<file path="src/rtl/trunc_narrow_pipe.sv">
// Narrowing pipeline stage: converts WIN-bit items to WOUT bits (truncate or saturate),
// buffers two items with a registered ready, and tracks how many accepted items lost data.
module trunc_narrow_pipe #(
    parameter int unsigned WIN    = 4,
    parameter int unsigned WOUT   = 3,
    parameter int unsigned SAT    = 0,
    parameter int unsigned SIGNED = 0,
    parameter int unsigned CW     = 8
) (
    input  logic            clk,
    input  logic            rst,
    input  logic            in_valid,
    output logic            in_ready,
    input  logic [WIN-1:0]  in_data,
    output logic            out_valid,
    input  logic            out_ready,
    output logic [WOUT-1:0] out_data,
    output logic            out_lost,
    input  logic            clr,
    output logic [CW-1:0]   lost_count,
    output logic            lost_sticky
);

    logic            in_loss;
    logic [WOUT-1:0] in_narrow;

    // Loss and narrowed value are fixed at acceptance and travel with the item.
    if (WIN > WOUT) begin : g_trunc
        logic            loss;
        logic [WOUT-1:0] sat_val;
        if (SIGNED != 0) begin : g_s
            localparam logic [WOUT-1:0] SMAX = {WOUT{1'b1}} >> 1;
            localparam logic [WOUT-1:0] SMIN = ~SMAX;
            assign loss    = ~(&in_data[WIN-1:WOUT-1]) & (|in_data[WIN-1:WOUT-1]);
            assign sat_val = in_data[WIN-1] ? SMIN : SMAX;
        end else begin : g_u
            assign loss    = |in_data[WIN-1:WOUT];
            assign sat_val = '1;
        end
        assign in_loss   = loss;
        assign in_narrow = ((SAT != 0) && loss) ? sat_val : in_data[WOUT-1:0];
    end else if (WIN == WOUT) begin : g_same
        assign in_loss   = 1'b0;
        assign in_narrow = in_data;
    end else begin : g_ext
        logic ext;
        assign ext       = (SIGNED != 0) ? in_data[WIN-1] : 1'b0;
        assign in_loss   = 1'b0;
        assign in_narrow = {{(WOUT-WIN){ext}}, in_data};
    end

    logic [WOUT-1:0] data_q [2];
    logic [1:0]      lost_q;
    logic            rd_ptr_q;
    logic            wr_ptr_q;
    logic [1:0]      count_q;
    logic [1:0]      count_d;
    logic            in_ready_q;
    logic            push;
    logic            pop;
    logic [CW-1:0]   lost_count_q;
    logic            lost_sticky_q;

    assign push        = in_valid & in_ready_q;
    assign pop         = out_valid & out_ready;
    assign out_valid   = (count_q != 2'd0);
    assign in_ready    = in_ready_q;
    assign out_data    = data_q[rd_ptr_q];
    assign out_lost    = lost_q[rd_ptr_q];
    assign lost_count  = lost_count_q;
    assign lost_sticky = lost_sticky_q;

    always_comb begin
        count_d = count_q;
        if (push && !pop) begin
            count_d = count_q + 2'd1;
        end else if (pop && !push) begin
            count_d = count_q - 2'd1;
        end
    end

    // in_ready is registered from next occupancy so out_ready never reaches it combinationally.
    always_ff @(posedge clk or posedge rst) begin
        if (rst) begin
            data_q[0]  <= '0;
            data_q[1]  <= '0;
            lost_q     <= '0;
            rd_ptr_q   <= 1'b0;
            wr_ptr_q   <= 1'b0;
            count_q    <= 2'd0;
            in_ready_q <= 1'b0;
        end else begin
            count_q    <= count_d;
            in_ready_q <= (count_d < 2'd2);
            if (push) begin
                data_q[wr_ptr_q] <= in_narrow;
                lost_q[wr_ptr_q] <= in_loss;
                wr_ptr_q         <= ~wr_ptr_q;
            end
            if (pop) begin
                rd_ptr_q <= ~rd_ptr_q;
            end
        end
    end

    always_ff @(posedge clk or posedge rst) begin
        if (rst) begin
            lost_count_q  <= '0;
            lost_sticky_q <= 1'b0;
        end else if (clr) begin
            lost_count_q  <= '0;
            lost_sticky_q <= 1'b0;
        end else if (push && in_loss) begin
            if (lost_count_q != '1) begin
                lost_count_q <= lost_count_q + CW'(1);
            end
            lost_sticky_q <= 1'b1;
        end
    end

endmodule

</file>
<file path="config.mk">
export PLATFORM = sky130hd
export DESIGN_NAME = trunc_narrow_pipe
export DESIGN_NICKNAME = d
export VERILOG_FILES = /design/src/rtl/trunc_narrow_pipe.sv
export SDC_FILE = /design/constraint.sdc
export NUM_CORES = 1
export LEC_CHECK = 0
export CORE_MARGIN = 5
export CORE_UTILIZATION = 43
export CTS_CLUSTER_DIAMETER = 100
export DETAILED_ROUTE_END_ITERATION = 8
export PLACE_DENSITY_LB_ADDON = 0.08
export SLEW_MARGIN = 20
export SYNTH_ARGS = -nofsm -noshare
export SYNTH_HDL_FRONTEND = slang
export SYNTH_SLANG_ARGS = --single-unit
</file>
<file path="constraint.sdc">
create_clock -name clk -period 1.3 [get_ports clk]
set_clock_uncertainty 0.05 [all_clocks]
set_input_delay 0.26 -clock clk [delete_from_list [all_inputs] [get_ports clk]]
set_output_delay 0.26 -clock clk [all_outputs]
set_load 0.005 [all_outputs]
</file>
======== Word level (Yosys, flattened, before mapping) ========
Index checks and enable logic that the tools add are counted.
operators by class
  add/subtract/negate cells ............... 3
  order comparisons ....................... 7
  eq/ne operators ......................... 1
  muxes and demuxes ....................... 18
  bitwise logic cells ..................... 6
  reduce and logical (&&, ||, !) cells .... 11
operators by type and width
  kind                                                       count
  two-way mux 8 bit                                          3
  two-way mux 3 bit                                          4
  adder 8 x 1 -> 8 bit (second input constant)               1
  != test 8 bit (second input constant)                      1
  bitwise mux 6 bit                                          1
  nonzero test 2 bit                                         3
  logical AND 1 bit                                          5
  two-way mux 1 bit                                          5
  greater-or-equal comparator 2 bit (second input constant)  2
  < comparator 1 x 2 -> 1 bit (second input constant)        2
  two-way mux 2 bit                                          2
  NOT 1 -> 2 bit                                             2
  demux 3 bit (select 1 bit)                                 1
  adder 2 x 1 -> 2 bit (second input constant)               1
  AND 1 bit                                                  2
  bitwise mux 2 bit                                          1
  zero test 1 bit                                            2
  < comparator 2 x 1 -> 1 bit (second input constant)        1
  < comparator 2 bit (second input constant)                 1
  NOT 1 bit                                                  2
  AND reduction 2 bit                                        1
  subtractor 2 x 1 -> 2 bit (second input constant)          1
  demux 1 bit (select 1 bit)                                 1
  greater-or-equal comparator 1 bit (second input constant)  1
word-level totals
  register bits after elaboration ......... 22
  output and inout bits ................... 15

======== Logic depth before layout (Yosys ltp) ========
  depth after elaboration ................. 6
  mapped depth ............................ 9
  depth with buffers taken out ............ 9

======== Worst setup path after synthesis ========
Ideal clock, no wire load.
  path type ............................... register to register
  start point ............................. register in_ready_q (netlist: in_ready)
  end point ............................... register lost_count_q[5] (netlist: lost_count[5])
  arrival time ............................ 1360 ps
  required time ........................... 1172 ps
  slack ................................... -188 ps
  stages on the path, launching flop included .. 5
  path buffers ............................ 0
  period minus slack after synthesis ...... 1488 ps
  cells stage by stage .................... dfrtp_1 > nand3_2 > or2_1 > or4_1 > a21oi_1
between the ends
  longest elaborated chain between the ends .. 4
ends and longest elaborated chain
  what                                  RTL line  source
  start, declared                       58        logic in_ready_q;
  start signal, assigned                94        in_ready_q <= (count_d < 2'd2);
  AND 1 bit                             64        assign push = in_valid & in_ready_q;
  logical AND 1 bit                     113       end else if (push && in_loss) begin
  nonzero test 2 bit (no source line)   n/a
  AND reduction 2 bit (no source line)  n/a
  end signal, assigned                  115       lost_count_q <= lost_count_q + CW'(1);
  end, declared                         61        logic [CW-1:0] lost_count_q;
No other way between the ends.
A chain may end at the register's enable or synchronous reset.

======== Worst setup path in the final report ========
  start point ............................. register rd_ptr_q
  end point ............................... output out_lost
between the ends
  longest elaborated chain between the ends .. 2
ends and longest elaborated chain
  what                                                  RTL line  source
  start, declared                                       54        logic rd_ptr_q;
  start signal, assigned                                101       rd_ptr_q <= ~rd_ptr_q;
  two-way mux 1 bit (not written as such) (2 in a row)  69        assign out_lost = lost_q[rd_ptr_q];
  end, declared                                         18        output logic out_lost,
No other way between the ends. The select of a mux whose other input is x is not followed.

==> impl_metrics.tcl <==
set metrics [dict create \
    status "complete, but fails checks" \
    violations "negative setup slack" \
    grt_pass1_wl_microns 5492 \
    leakagePower_nw 0.9664 \
    place_hpwl_microns 1771 \
    synth.cell_area_sq_um 1049 \
    antenna_cells_inserted 0 \
    clk_pin_slew_ps 140 \
    filler_cell_count 80 \
    setup_ws_final_ps -361.2 \
    report.final.slew_viol_count 0 \
    remaining_drc_errors 0 \
    ant_nets 0 \
    first_global_vias 1135 \
    hold_viol_final 0 \
    multiInputGateArea_sq_um 748.2 \
    postSynthAreaPerCell_sq_um 11.04 \
    timing.max_cap.violations 0 \
    post_synth_inst_count 95 \
    cp-start-kind "flop" \
    avgViaCountPerCell 5.565 \
    seq_area_frac_synth_pct 52.51 \
    clk_root_buffer_cell "clkbuf_4" \
    fp.dieH_microns 59.38 \
    synth_top_cells_by_area "dfrtp_1 53%, mux2_2 13%, ha_1 4.8%" \
    worst-path-max-fanout 4 \
    ir_worst_vdd_mv 1.929 \
    gpl.final_weighted_congestion 0.8191 \
    placement_rows 17 \
    groute.layer.met3.usage_pct 4.575 \
    synth_fp_nets 108 \
    rsz0062_at_grt "true" \
    drt_wl_total_microns 4059 \
    power.share.clock_pct 14.9 \
    post-synth-top-area-fraction_pct 52.51 \
    synth.lib_cells_used.distinct 29 \
    cts.path.max_buffers 2 \
    regToRegEndpoint "lost_count[5]$_DFFE_PP0P_" \
    worst-slew-pin-transition_ps 409.4 \
    place.port_buffers 23 \
    io_pins 24 \
    sw_share_pct 33.40 \
    coreArea_sq_um 2276 \
    critPathCaptureType "output pin" \
    power_density_nw_per_um2 1773 \
    htreeDepth 1 \
    final.hold.worst_slack_ps 186.0 \
    cts_num_sinks 22 \
    critical_path_class "flop to output pin" \
    crit_arrival_ps 1350 \
    yosys_warn_count 0 \
    die-area_sq_um 3526 \
    syn_to_final_growth_pct 97.25 \
    timing.final.setup_violations 24 \
    postSynth.topFlopCell "dfrtp_1" \
    ys_seq_elements 22 \
    cellInternalPower_mw 2.443 \
    drive_gt1_share_pct 69.70 \
    finalWorstPathRequiredPeriod_ps 1661 \
    globalRouteMet1Util_pct 24.86 \
    max_freq_mhz 602.0 \
    reg2regPathDepth 5 \
    synth-async-reset-ratio_pct 100.0 \
    finalNetCount 179 \
    total_track_usage_pct 21.20 \
    tritoncts "built" \
    rel_slew_slack_pct 72.62 \
    min-delay-path-class "primary input to async pin" \
    grt_busiest_layer "met2" \
    number_of_antenna_violations_at_the_first_check_in_global_routing 0 \
    met2_usage_pct 37.60 \
    die_x_microns 59.38 \
    maximum_number_of_pins_on_one_net_before_global_route_repair 23 \
    initial_util_pct 46.07 \
    layout_commonest_cell "buf_6" \
    most-common-layout-cells "30 x buf_6, 24 x buf_4, 21 x dfrtp_1" \
    timing.reg2reg.setup_slack_ps -340 \
    detailedRoute.firstPassIterationCount 4 \
    clock_insertion_delay_worst_skew_ps 330 \
    cts.hold.buffers_added 0 \
    initialDrtViolationCount 45 \
    vias 1074 \
    yosys.area.top_type "dfrtp_1" \
    setup_tns_ps -3354 \
    worstPathRequired_ps 990 \
    net_load_switching_power_mw 1.225 \
    seq_power_share_pct 30.0 \
    seq_area_sq_um 551.8 \
    power.combinational.fraction_pct 55.1 \
    synth_enable_flop_cells 0 \
    fin_crit_sh_pct 127.8 \
    regToRegStartpoint "in_ready$_DFF_PP0_" \
    cts-buffers-inserted 3 \
    route.detailed.wl_per_inst_microns 21.03 \
    grt.overflow.total 0 \
]
kinds of logic (layout without fill, tap and decap cells):
kind of cell / Yosys count / after routing / share of synthesized area [%]
AO/OA/AOI/OAI: 15 / 15 / 9.189
XOR/XNOR: 3 / 3 / 2.506
adder cells (fa/ha/maj): 4 / 4 / 4.773
buffers and inverters: 8 / 78 / 2.864
flip-flops: 22 / 22 / 52.51
multiplexers: 13 / 13 / 13.84
AND/OR/NAND/NOR: 30 / 30 / 14.32
per-stage QoR:
| stage | worst slack, ps | total power [mW] | utilization (%) | cells | cell area, sq um |
|---|---|---|---|---|---|
| 3_3_place_gp | -480.9 | 2.223 | 67.29 | 168 | 1531 |
| 3_5_place_dp | -541.4 | 2.277 | 67.29 | 168 | 1531 |
| 2_1_floorplan | -135.7 | 1.693 | - | 95 | 1085 |
| 5_1_grt | -402.8 | 3.852 | 90.87 | 193 | 2068 |
| 6_report | -361.2 | 3.668 | 90.87 | 193 | 2068 |
| 4_1_cts | -336.7 | 3.202 | 82.96 | 191 | 1888 |
power by group through the flow:
stage | Clock (mW) | Sequential, mW | Combinational [mW]
3_5_place_dp | 0 | 1.05 | 1.22
4_1_cts | 0.538 | 1.05 | 1.61
3_3_place_gp | 0 | 1.04 | 1.18
6_report | 0.548 | 1.10 | 2.02
2_1_floorplan | 0 | 1.03 | 0.664
5_1_grt | 0.583 | 1.13 | 2.14
cell usage after synthesis (2+ instances only):
cell	number
dfrtp_1	22
mux2_2	12
nand2_1	6
ha_1	4
nor3_1	4
nand3_1	2
nor2_1	9
o21ai_0	2
xor2_1	2
inv_1	7
a211oi_1	3
a21oi_1	5
final cells by class:
type,instances,share of cell area [%]
clock buffers,3,1.089
multi-input cells,65,36.18
flip-flops and latches,22,26.68
inverters,7,1.633
repair buffers,67,31.28
well taps,28,1.694
clock inverters,1,1.452
routing by layer:
metal | routed length, microns | vias to the layer above
met3 | 154 | 14
li1 | - | 477
met5 | 0 | -
met1 | 1658 | 543
met2 | 2075 | 40
met4 | 170 | 0
how the worst max path moves through the flow:
stage / startpoint / to / slack, ps
global route: rd_ptr_q$_DFFE_PP0P_ / out_lost / -400
CTS: rd_ptr_q$_DFFE_PP0P_ / out_lost / -340
floorplan: lost_count[2]$_DFFE_PP0P_ / lost_count[5]$_DFFE_PP0P_ / -140
finish: rd_ptr_q$_DFFE_PP0P_ / out_lost / -360
detailed placement: in_valid / flop / -540
global placement: in_valid / lost_count[5]$_DFFE_PP0P_ / -480
worst max-delay path, stage by stage (launching register included):
cell and delay, ps:
dfrtp_2 480, buf_6 130, mux2_4 300, buf_6 120
flip-flops by register name (all words and copies together), names as in the netlist, named ones only:
signal and cells:
data_q 6, in_ready 1, rd_ptr_q 1, lost_sticky 1, lost_count 8, wr_ptr_q 1
count_q 1, lost_q 2
what timing repair did:
action / 4_1_cts / 5_1_grt
pin swaps: 19 / 16
resized for setup: 95 / 50
buffers inserted: 21 / 7
setup endpoints to repair: 34 / 33
Note: power is estimated with default switching activity, not from simulation.
==> variant, RTL diff (same flow settings) <==
Change the parameter `SAT` from 0 to 1.
--- a/src/rtl/trunc_narrow_pipe.sv
+++ b/src/rtl/trunc_narrow_pipe.sv
@@ -4,5 +4,5 @@
     parameter int unsigned WIN    = 4,
     parameter int unsigned WOUT   = 3,
-    parameter int unsigned SAT    = 0,
+    parameter int unsigned SAT    = 1,
     parameter int unsigned SIGNED = 0,
     parameter int unsigned CW     = 8
Function: changed (Yosys sat finds a counterexample within 4 cycles, from zero or initial values and one cycle with rst high).
==> variant against the original RTL <==
  * Via count fell by 3.1%
  * Area after synthesis rose by 8.9%
  * First-iteration DRC count fell by 38%
  * Non-clock buffer count fell by 12
  * Critical path type unchanged
  * Sequential share of layout area rose by 2.2 points
  * Wire length fell by 24%
  * Clock power decreased by 3%
  * Setup slack better by 0.0094 ns
  * Sequential cell count unchanged
  * Total power down 13%
  * Die area up 7.4%
  * Final area is 7.3% lower
  * The flow still finishes with violations (setup timing)
==> variant: results (changes against the original RTL) <==
.. list-table::
   :header-rows: 1

   * - Metric
     - Value
   * - Run status
     - finished with violations (unchanged)
   * - Violations in the final reports
     - setup timing (unchanged)
   * - Total routing resource utilization after global routing
     - 19.0% (was 21.2%)
   * - Finished Layout Cells
     - 195 (was 193)
   * - Number of endpoints failing setup at the final stage
     - 15 (was 24)
   * - Vias in the first global route
     - 1,085 (was 1,135)
   * - Top cells by instance count after synthesis
     - dfrtp_1 (22), nand2_1 (13), nor2_1 (8) (was dfrtp_1 (22), mux2_2 (12), nor2_1 (9))
   * - Total instance count after detailed placement
     - 178 (was 168)
   * - Sequential cell area fraction in the yosys report
     - 48.2% (was 52.5%)
   * - Reg2Reg Launch Point
     - lost_count[0] (was in_ready)
   * - Slack of the critical path
     - -0.352 ns (was -0.361 ns)
   * - Global routing usage on met2
     - 31.7% (was 37.6%)
   * - Transition time at the pin with the least slew margin
     - 0.256 ns (was 0.409 ns)
   * - Starting Density
     - 45.7% (was 46.1%)
   * - Met1 routing resource usage after global routing
     - 22.8% (was 24.9%)
   * - Worst-case vdd ir drop
     - 1.76 mV (was 1.93 mV)
   * - Vias after detailed routing
     - 1,041 (was 1,074)
   * - Global-route wire length before repair
     - 5090 um (was 5490 um)
   * - Wire length on met1
     - 1340 um (was 1660 um)
   * - Initial drt markers
     - 28 (was 45)
   * - Placer congestion estimate
     - 0.788 (was 0.819)
   * - Met2 wire len
     - 1540 um (was 2080 um)
   * - Number of library cell types mapped by synthesis
     - 30 (was 29)
   * - Total length of routed wires
     - 3070 um (was 4060 um)
   * - Cell count after synthesis
     - 107 (was 95)
   * - Internal reg-to-reg setup slack
     - -0.25 ns (was -0.34 ns)
   * - Compound-cell area share of the yosys netlist
     - 12.7% (was 9.19%)
   * - Post-DP HPWL
     - 2060 um (was 1770 um)
   * - Multiplexer area fraction after synthesis
     - 11.2% (was 13.8%)
   * - Adder and majority cell fraction of the synthesized area
     - 4.38% (was 4.77%)
   * - Layout filler cell count
     - 163 (was 80)
-- variant: what timing repair did --
action / 4_1_cts / 5_1_grt
setup buffers: 14 / 4
setup endpoints to repair: 24 / 26
pin swaps: 10 / 7
hold endpoints to repair: 0 / 0
gates resized for setup: 89 / 22
-- variant: area by class of cell --
class / instances / area share (%)
inverter: 6 / 1.44
tap: 30 / 1.96
multi-input combinational: 78 / 36.7
sequential: 22 / 28.9
timing repair buffer: 55 / 28.3
clock inverter: 1 / 1.57
clock buffer: 3 / 1.17
-- variant: cell families (layout without fill, tap and decap cells) --
family,count (synthesis),in the layout
xor gates and xnor gates,1,1
adders and majority gates,4,4
AOI/OAI and AO/OA,20,20
buffers and inverters,7,65
and+or+nand+nor,42,42
DFF,22,22
muxes,11,11
-- variant: worst max path at each step --
stage	from	to	slack (ns)	cells after the start
after floorplan	lost_count[0]	lost_count[3]	-0.19	4
after global placement	in_valid	flop	-0.41	6
after detailed placement	in_valid	flop	-0.45	6
after CTS	rd_ptr_q	out_lost	-0.36	3
after global routing	rd_ptr_q	out_lost	-0.41	3
final	rd_ptr_q	out_lost	-0.35	3
-- variant: power by group --
part / switching (uW) / internal [uW]
logic: 630 / 955
registers: 159 / 905
clock network: 221 / 312
-- variant: metrics by stage --
stage / TNS [ns] / hold slack (ns) / setup WS [ns] / cell area [um2] / total power [uW]
after floorplan: -0.430 / 0.199 / -0.187 / 1190 / 1730
after global placement: -5.61 / 0.405 / -0.409 / 1610 / 2270
after detailed placement: -6.35 / 0.419 / -0.455 / 1610 / 2320
after CTS: -2.63 / 0.198 / -0.363 / 1880 / 3140
after global routing: -3.54 / 0.193 / -0.407 / 1920 / 3420
final: -2.45 / 0.200 / -0.352 / 1920 / 3180
